`src/rtl/encodeur_pkg.sv`:
```
// Shared definitions for the 8-to-3 synchronous priority encoder:
// idle line level, FSM state encoding and the encoding helper functions.
package encodeur_pkg;

  localparam logic [7:0] LINES_INACTIVE = 8'hFF;

  typedef enum logic [1:0] {
    IDLE    = 2'd0,
    HOLD    = 2'd1,
    RELEASE = 2'd2
  } state_t;

  // Index of the lowest line driven low; 0 when no line is active.
  function automatic logic [2:0] lowest_zero_index(input logic [7:0] lines);
    logic [2:0] idx;
    idx = 3'd0;
    for (int i = 7; i >= 0; i--) begin
      if (!lines[i]) idx = 3'(i);
    end
    return idx;
  endfunction

  // True when more than one line is driven low.
  function automatic logic count_gt1(input logic [7:0] lines);
    int cnt;
    cnt = 0;
    for (int i = 0; i < 8; i++) begin
      if (!lines[i]) cnt++;
    end
    return (cnt > 1);
  endfunction

endpackage

```
`src/rtl/line_debouncer.sv`:
```
// Two-flop synchroniser followed by a stability counter. The debounced
// vector only follows the synchronised vector once that vector has held
// the same value for DEBOUNCE_CYCLES consecutive samples.
module line_debouncer #(
  parameter int DEBOUNCE_CYCLES = 4,
  parameter int WIDTH           = 8
) (
  input  logic             Clk,
  input  logic             nReset,
  input  logic [WIDTH-1:0] i_raw,
  output logic [WIDTH-1:0] o_debounced
);

  if (DEBOUNCE_CYCLES < 2 || DEBOUNCE_CYCLES > 255) begin : g_bad_debounce
    $error("line_debouncer: DEBOUNCE_CYCLES must be within 2..255");
  end

  // The sample that first shows a new value has already cleared the
  // counter one edge earlier, so the threshold sits two below the
  // requested number of stable samples.
  localparam logic [7:0] THRESHOLD = 8'(DEBOUNCE_CYCLES - 2);

  logic [WIDTH-1:0] r_sync1;
  logic [WIDTH-1:0] r_sync2;
  logic [WIDTH-1:0] r_syncPrev;
  logic [WIDTH-1:0] r_debounced;
  logic [7:0]       r_count;

  // Synchronise, measure how long the synchronised value has been stable, accept it when long enough.
  always_ff @(posedge Clk or negedge nReset) begin
    if (!nReset) begin
      r_sync1     <= '1;
      r_sync2     <= '1;
      r_syncPrev  <= '1;
      r_debounced <= '1;
      r_count     <= 8'd0;
    end else begin
      r_sync1    <= i_raw;
      r_sync2    <= r_sync1;
      r_syncPrev <= r_sync2;
      if (r_sync2 != r_syncPrev) begin
        r_count <= 8'd0;
      end else begin
        if (r_count != 8'hFF) r_count <= r_count + 8'd1;
        if (r_count >= THRESHOLD) r_debounced <= r_sync2;
      end
    end
  end

  assign o_debounced = r_debounced;

endmodule

```
`src/rtl/encodeur_8vers3_sync.sv`:
```
// Sequential 8-to-3 priority encoder for active-low one-hot request lines.
// Lines are synchronised and debounced, the lowest active line is encoded
// and each press is reported once through a Valid/Ack handshake.
module encodeur_8vers3_sync
  import encodeur_pkg::*;
#(
  parameter int DEBOUNCE_CYCLES = 4
) (
  input  logic       Clk,
  input  logic       nReset,
  input  logic [7:0] DecodedInput,
  output logic [2:0] CodedOutput,
  output logic       Valid,
  input  logic       Ack,
  output logic       Multiple
);

  logic [7:0] w_debounced;
  logic [2:0] w_code;
  logic       w_many;

  state_t     r_state;
  logic [2:0] r_code;
  logic       r_valid;
  logic       r_multiple;

  line_debouncer #(
    .DEBOUNCE_CYCLES(DEBOUNCE_CYCLES),
    .WIDTH          (8)
  ) u_debouncer (
    .Clk        (Clk),
    .nReset     (nReset),
    .i_raw      (DecodedInput),
    .o_debounced(w_debounced)
  );

  assign w_code = lowest_zero_index(w_debounced);
  assign w_many = count_gt1(w_debounced);

  // Report FSM: capture a press, hold it until acknowledged, then demand a full release before re-arming.
  always_ff @(posedge Clk or negedge nReset) begin
    if (!nReset) begin
      r_state    <= IDLE;
      r_code     <= 3'd0;
      r_valid    <= 1'b0;
      r_multiple <= 1'b0;
    end else begin
      case (r_state)
        IDLE: begin
          if (w_debounced != LINES_INACTIVE) begin
            r_code     <= w_code;
            r_multiple <= w_many;
            r_valid    <= 1'b1;
            r_state    <= HOLD;
          end
        end
        HOLD: begin
          if (Ack) begin
            r_valid <= 1'b0;
            r_state <= RELEASE;
          end
        end
        RELEASE: begin
          if (w_debounced == LINES_INACTIVE) r_state <= IDLE;
        end
        default: begin
          r_valid <= 1'b0;
          r_state <= IDLE;
        end
      endcase
    end
  end

  assign CodedOutput = r_code;
  assign Valid       = r_valid;
  assign Multiple    = r_multiple;

endmodule
```
`config.mk`:
```
export PLATFORM = sky130hd
export DESIGN_NAME = encodeur_8vers3_sync
export DESIGN_NICKNAME = d
export VERILOG_FILES = /design/src/rtl/encodeur_pkg.sv /design/src/rtl/line_debouncer.sv /design/src/rtl/encodeur_8vers3_sync.sv
export SDC_FILE = /design/constraint.sdc
export NUM_CORES = 1
export LEC_CHECK = 0
export ABC_AREA = 1
export CAP_MARGIN = 20
export CORE_MARGIN = 2
export CORE_UTILIZATION = 55
export CTS_BUF_LIST = sky130_fd_sc_hd__clkbuf_8
export DETAILED_ROUTE_END_ITERATION = 12
export PLACE_DENSITY = 0.76
export SKIP_CTS_REPAIR_TIMING = 1
export SLEW_MARGIN = 25
export SYNTH_ARGS = -nofsm -noshare
export SYNTH_HDL_FRONTEND = slang
export SYNTH_HIERARCHICAL = 1
export SYNTH_SLANG_ARGS = --single-unit
export TNS_END_PERCENT = 100
```
`constraint.sdc`:
```
create_clock -name Clk -period 5.7 [get_ports Clk]
set_clock_uncertainty 0.1 [all_clocks]
set_input_delay 1.425 -clock Clk [delete_from_list [all_inputs] [get_ports Clk]]
set_output_delay 1.425 -clock Clk [all_outputs]
set_load 0.01 [all_outputs]
```
==> results of run 1 <==
## state kept, by name, indices dropped and copies added, names as in the netlist
register,cells
Valid,1
u_debouncer/r_sync2,8
r_state,2
CodedOutput,3
u_debouncer/r_syncPrev,8
u_debouncer/r_sync1,8
u_debouncer/r_count,8
Multiple,1
u_debouncer/o_debounced,8
## cell usage in the layout (no fill, tap or decap), types with 2 or more instances in the layout
cell type and count:
a21oi_1 6, nand2_2 10, nor2_4 3, inv_1 39
nor3_2 2, dfstp_2 32, o21ai_0 4, dfrtp_1 15
clkbuf_8 5, nor2_1 27, clkdlybuf4s50_1 14, clkinv_1 2
inv_2 4, o21ai_1 2, nand2_1 93, ha_1 10
nand4_1 9, nand3_2 6, xnor2_1 4, or2_2 3
nand3_1 25
## logic make-up after synthesis
| kind of cell | after synthesis | share of synthesized area (%) |
|---|---|---|
| xor gates and xnor gates | 5 | 1.72 |
| buffers and inverters | 46 | 7.39 |
| DFF | 47 | 47.9 |
| and+or+nand+nor | 183 | 34.4 |
| adders and majority gates | 10 | 4.92 |
| AOI/OAI and AO/OA | 16 | 3.69 |
## cell type report
| type | instances | area, sq um |
|---|---|---|
| clock buffer | 5 | 68.8 |
| clock inverter | 3 | 16.3 |
| fill | 394 | 1600 |
| inverter | 44 | 165 |
| multi-input combinational | 214 | 1140 |
| sequential | 47 | 1220 |
| tap | 52 | 65.1 |
| timing repair buffer | 15 | 148 |
## worst paths after layout
path	start	to	slack, ns
min in group asynchronous	nReset	u_debouncer/r_count[1]$_DFFE_PN0P_	1.01
max in group asynchronous	nReset	u_debouncer/r_syncPrev[4]$_DFF_PN1_	4.10
worst max-delay path	u_debouncer/o_debounced[0]$_DFFE_PN1P_	Multiple$_DFFE_PN0P_	1.20
worst min-delay path	u_debouncer/r_sync1[6]$_DFF_PN1_	u_debouncer/r_sync2[6]$_DFF_PN1_	0.26
worst min register to register	u_debouncer/r_sync1[6]$_DFF_PN1_	u_debouncer/r_sync2[6]$_DFF_PN1_	0.26
worst max register to register	u_debouncer/o_debounced[0]$_DFFE_PN1P_	Multiple$_DFFE_PN0P_	1.20
## power breakdown
group	leakage, nW	internal (mW)	total [mW]	switching [mW]
Clock	0.0453	0.0838	0.184	0.101
Combinational	0.796	0.0268	0.0702	0.0434
Sequential	0.533	0.360	0.373	0.0137
## layer usage
metal / part of all wire [%] / track usage (%) / up-vias
li1: - / - / 1008
met1: 46 / 23.0 / 884
met3: 3.6 / 3.75 / 5
met5: 0 / 0 / -
met4: 1.6 / 8.18 / 0
met2: 48 / 28.8 / 34
## through the flow
step	total power, mW	instance area (sq um)	setup WS [ns]
after floorplan	0.417	2540	1.47
after global placement	0.447	2730	1.35
after detailed placement	0.449	2730	1.22
after CTS	0.639	2810	1.19
after global routing	0.663	2820	0.901
final	0.628	2820	1.20
==> flow_summary.ini, run 1 <==
[floorplan]
chipHeight_microns = 72.0
dieArea_sq_um = 5180
core-area_sq_um = 4410
start_util_pct = 57.6
placementRows = 24
die_w_microns = 72.0
ios = 16

[clocking]
cts_buffers = 5
path_clk_slew_ns = 0.08
clock_sinks = 47
cts_tree = built
ctsLongestPathBuffers = 2
htreeDepth = 2
clockRootBuffer = clkbuf_8
worstSkewPairLatency_ns = 0.29

[route]
wl_per_cell_microns = 10.5
routed_wl_microns = 4010
via_per_inst = 5.08
drc = 0
drtPass1Iterations = 4
final_antenna_net_count = 0
initialDrtViolationCount = 73
num_vias = 1931

[critical_path]
reg2regPathDepth = 24
slowest_delay_ns = 0.58
crit_required_ns = 5.79
worst_setup_path_start_kind = register
crit_cells = 24
worst-path-buf-inv = 4
cp_max_fo = 6
end_kind = register
cp_slowest_cell = dfstp_2
cp.arrival_ns = 4.58
cp_common_cell = nand2_1
path_class = register to register
crit_chain = inv_1 -> ha_1 -> inv_1 -> nand2_1 -> nand2_1 -> nand2_1 -> nand2_1 -> inv_1 -> ha_1 -> or2_2 -> and2_1 -> ha_1 -> nand2_1 -> nand2_1 -> ha_1 -> or2_2 -> nand2_1 -> inv_1 -> ha_1 -> or2_2 -> a21oi_1 -> nand2_1 -> nor2_1 -> nor2_1
cp_top_family = simple AND/OR/NAND/NOR gates

[yosys]
synth_area_sq_um = 2540
synth-edff-count = 0
yosysWarnings = 6
synth_area_leaders = dfstp_2 (33%), dfrtp_1 (15%), nand2_1 (14%)
synth_seq_area_share_pct = 47.9
syn_area_per_cell_sq_um = 8.28
synthArstFlopShare_pct = 100
synth_area_leader_cell = dfstp_2
syn_nets = 328
synth_flop_cell = dfstp_2
ys_seq_elements = 47
synthTopCellsByCount = nand2_1 (93), inv_1 (38), dfstp_2 (32)
synth_cell_type_count = 30
yosys.area.top_type_share_pct = 33.1
synth_most_common_cell = nand2_1
synthCells = 307

[final_layout]
stdcell_count = 380
diodes = 0
fin_nets = 348
synthToLayoutAreaGrowth_pct = 10.8
drive_above_1_share_pct = 22.0
finish.utilization_pct = 63.8

[power_and_ir_drop]
p_leak_nw = 1.37
peakVddDrop_uv = 192
powerDensity_nw_per_um2 = 223

[grt]
overflow = 0
track_usage_pct = 17.8
grt_pass1_vias = 1722
antenna_found_initial = 0
grt_max_degree = 48
grt_pass1_wl_microns = 7250

[sta]
max_freq_ghz = 0.222
setup_tns_ns = 0
slew_headroom_pct = 63.9
worst_slew_pin_slew_ns = 0.541
holdWs_ns = 0.257
grt_setup_unrepaired = no
fin_crit_ns = 4.50
finalCritPeriodShare_pct = 78.9
setup_viol = 0
drv_slew = 0
hold_viol = 0

[flow_run]
timing.max_cap.violations = 0

[place]
dp_hpwl_microns = 3100
numPortBuffers = 15
place_inst = 372
gp_congestion = 0.908

[worst_hold_path]
hp-class = register to register
hold_path_depth = 0

[run_status]
status = completed
Power figures use the tool's default switching activity.
==> inputs of run 2 (changes only) <==
- PLACE_DENSITY: 0.76 -> 0.79
- clock period: 5.7 -> 4.1 ns (I/O delays scaled with it)
==> flow_summary.ini, run 2 (same netlist as run 1, synthesis figures left out) <==
[route]
final_antenna_net_count = 0
wl_per_cell_microns = 11.0
routed_wl_microns = 4240
num_vias = 1979
drtPass1Iterations = 4
drc = 0
via_per_inst = 5.13
initialDrtViolationCount = 113

[worst_hold_path]
hold_path_end = u_debouncer/r_sync2[5]$_DFF_PN1_
hold_start = u_debouncer/r_sync1[5]$_DFF_PN1_
hp-class = register to register
hold_path_depth = 0

[clocking]
path_clk_slew_ns = 0.08
ctsLongestPathBuffers = 2
htreeDepth = 2
clockRootBuffer = clkbuf_8
clock_sinks = 47
cts_tree = built
cts_buffers = 5
worstSkewPairLatency_ns = 0.30

[final_layout]
layout_common_cells = nand2_1 (85), inv_1 (34), dfstp_2 (32), nor2_1 (27), nand3_1 (24)
fin_nets = 354
layout_commonest_cell = nand2_1
drive_above_1_share_pct = 29.0
diodes = 0
synthToLayoutAreaGrowth_pct = 16.6
finish.utilization_pct = 67.1

[critical_path]
reg2regPathDepth = 24
cp_slowest_cell = dfstp_2
crit_required_ns = 4.19
r2r_setup_slack_ns = 0.18
worstReg2RegEnd = Multiple$_DFFE_PN0P_
slowest_delay_ns = 0.54
cp_top_family = simple AND/OR/NAND/NOR gates
cp.arrival_ns = 4.01
crit_chain = inv_2 -> ha_4 -> inv_2 -> nand2_2 -> nand2_2 -> nand2_2 -> nand2_1 -> inv_1 -> ha_1 -> or2_4 -> and2_4 -> ha_4 -> nand2_2 -> nand2_2 -> ha_1 -> or2_4 -> nand2_2 -> inv_2 -> ha_1 -> or2_4 -> a21oi_2 -> nand2_1 -> nor2_1 -> nor2_1
worst-path-buf-inv = 4
path_class = register to register
cp_max_fo = 4
cp_common_cell = nand2_2
worst_setup_path_start_kind = register
timing.rr.start = u_debouncer/o_debounced[1]$_DFFE_PN1P_
end_kind = register

[grt]
track_usage_pct = 18.3
grt_pass1_vias = 1843
grt_pass1_wl_microns = 7450
grt_max_degree = 48
overflow = 0
antenna_found_initial = 0

[run_status]
status = completed

[sta]
hold_viol = 0
max_freq_ghz = 0.255
drv_slew = 0
finalCritPeriodShare_pct = 95.7
setup_viol = 0
grt_setup_unrepaired = no
worst_slew_pin_slew_ns = 0.538
slew_headroom_pct = 64.1
fin_crit_ns = 3.92

[power_and_ir_drop]
power_uw = 954
powerDensity_nw_per_um2 = 322
peakVddDrop_uv = 244
p_leak_nw = 1.44

[floorplan]
ios = 16
dieArea_sq_um = 5180
chipHeight_microns = 72.0
start_util_pct = 57.6
placementRows = 24
core-area_sq_um = 4410
die_w_microns = 72.0

[place]
dp_hpwl_microns = 3210
gp_congestion = 0.905
numPortBuffers = 15

[flow_run]
timing.max_cap.violations = 0
[run 2: cell types whose count changed in the layout (fill, tap and decap cells not counted), sizes merged]
cell      previous run  this run
buf                  1         7
bufinv               0         1
clkbuf               5         6
clkinv               3         2
clkinvlp             1         0
[run 2: how the worst max path moves through the flow]
| stage | startpoint | endpoint | slack, ns | depth (start not counted) |
|---|---|---|---|---|
| 2_1_floorplan | u_debouncer/o_debounced[0]$_DFFE_PN1P_ | Multiple$_DFFE_PN0P_ | 0.0004 | 24 |
| 3_3_place_gp | u_debouncer/o_debounced[0]$_DFFE_PN1P_ | Multiple$_DFFE_PN0P_ | 0.02 | 24 |
| 3_5_place_dp | u_debouncer/o_debounced[0]$_DFFE_PN1P_ | Multiple$_DFFE_PN0P_ | -0.1 | 24 |
| 4_1_cts | u_debouncer/o_debounced[0]$_DFFE_PN1P_ | Multiple$_DFFE_PN0P_ | -0.14 | 24 |
| 5_1_grt | u_debouncer/o_debounced[1]$_DFFE_PN1P_ | Multiple$_DFFE_PN0P_ | 0.01 | 24 |
| 6_report | u_debouncer/o_debounced[1]$_DFFE_PN1P_ | Multiple$_DFFE_PN0P_ | 0.18 | 24 |
[run 2: cell type report]
| cell class | count | area [sq um] |
|---|---|---|
| clock inverter | 2 | 35.0 |
| fill | 366 | 1450 |
| sequential | 47 | 1220 |
| timing repair buffer | 21 | 193 |
| tap | 52 | 65.1 |
| clock buffer | 6 | 82.6 |
| inverter | 44 | 165 |
| multi-input combinational | 214 | 1210 |
[run 2: report_power, final]
group          leakage (nW)  internal, mW  switching [mW]  total, mW
sequential            0.533         0.500          0.0179      0.518
combinational         0.849        0.0372          0.0584     0.0956
clock                0.0612         0.197           0.143      0.340
[run 2: through the flow]
stage | hold WS, ns | cells | TNS (ns) | setup WS (ns) | instance area [sq um]
CTS | 0.256 | 386 | -0.140 | -0.140 | 2910
detailed placement | 0.247 | 378 | -0.0972 | -0.0972 | 2800
global route | 0.261 | 386 | 0 | 0.0100 | 2960
floorplan | 0.245 | 307 | 0 | 0.000437 | 2560
finish | 0.258 | 386 | 0 | 0.178 | 2960
global placement | 0.245 | 378 | 0 | 0.0221 | 2800
[run 2: metal layers]
| layer | vias to the layer above | track usage (%) | part of all wire, % |
|---|---|---|---|
| li1 | 1018 | - | - |
| met2 | 26 | 31.5 | 50 |
| met4 | 0 | 9.22 | 2.8 |
| met3 | 9 | 4.31 | 3.2 |
| met1 | 926 | 21.6 | 44 |
| met5 | - | 0 | 0 |
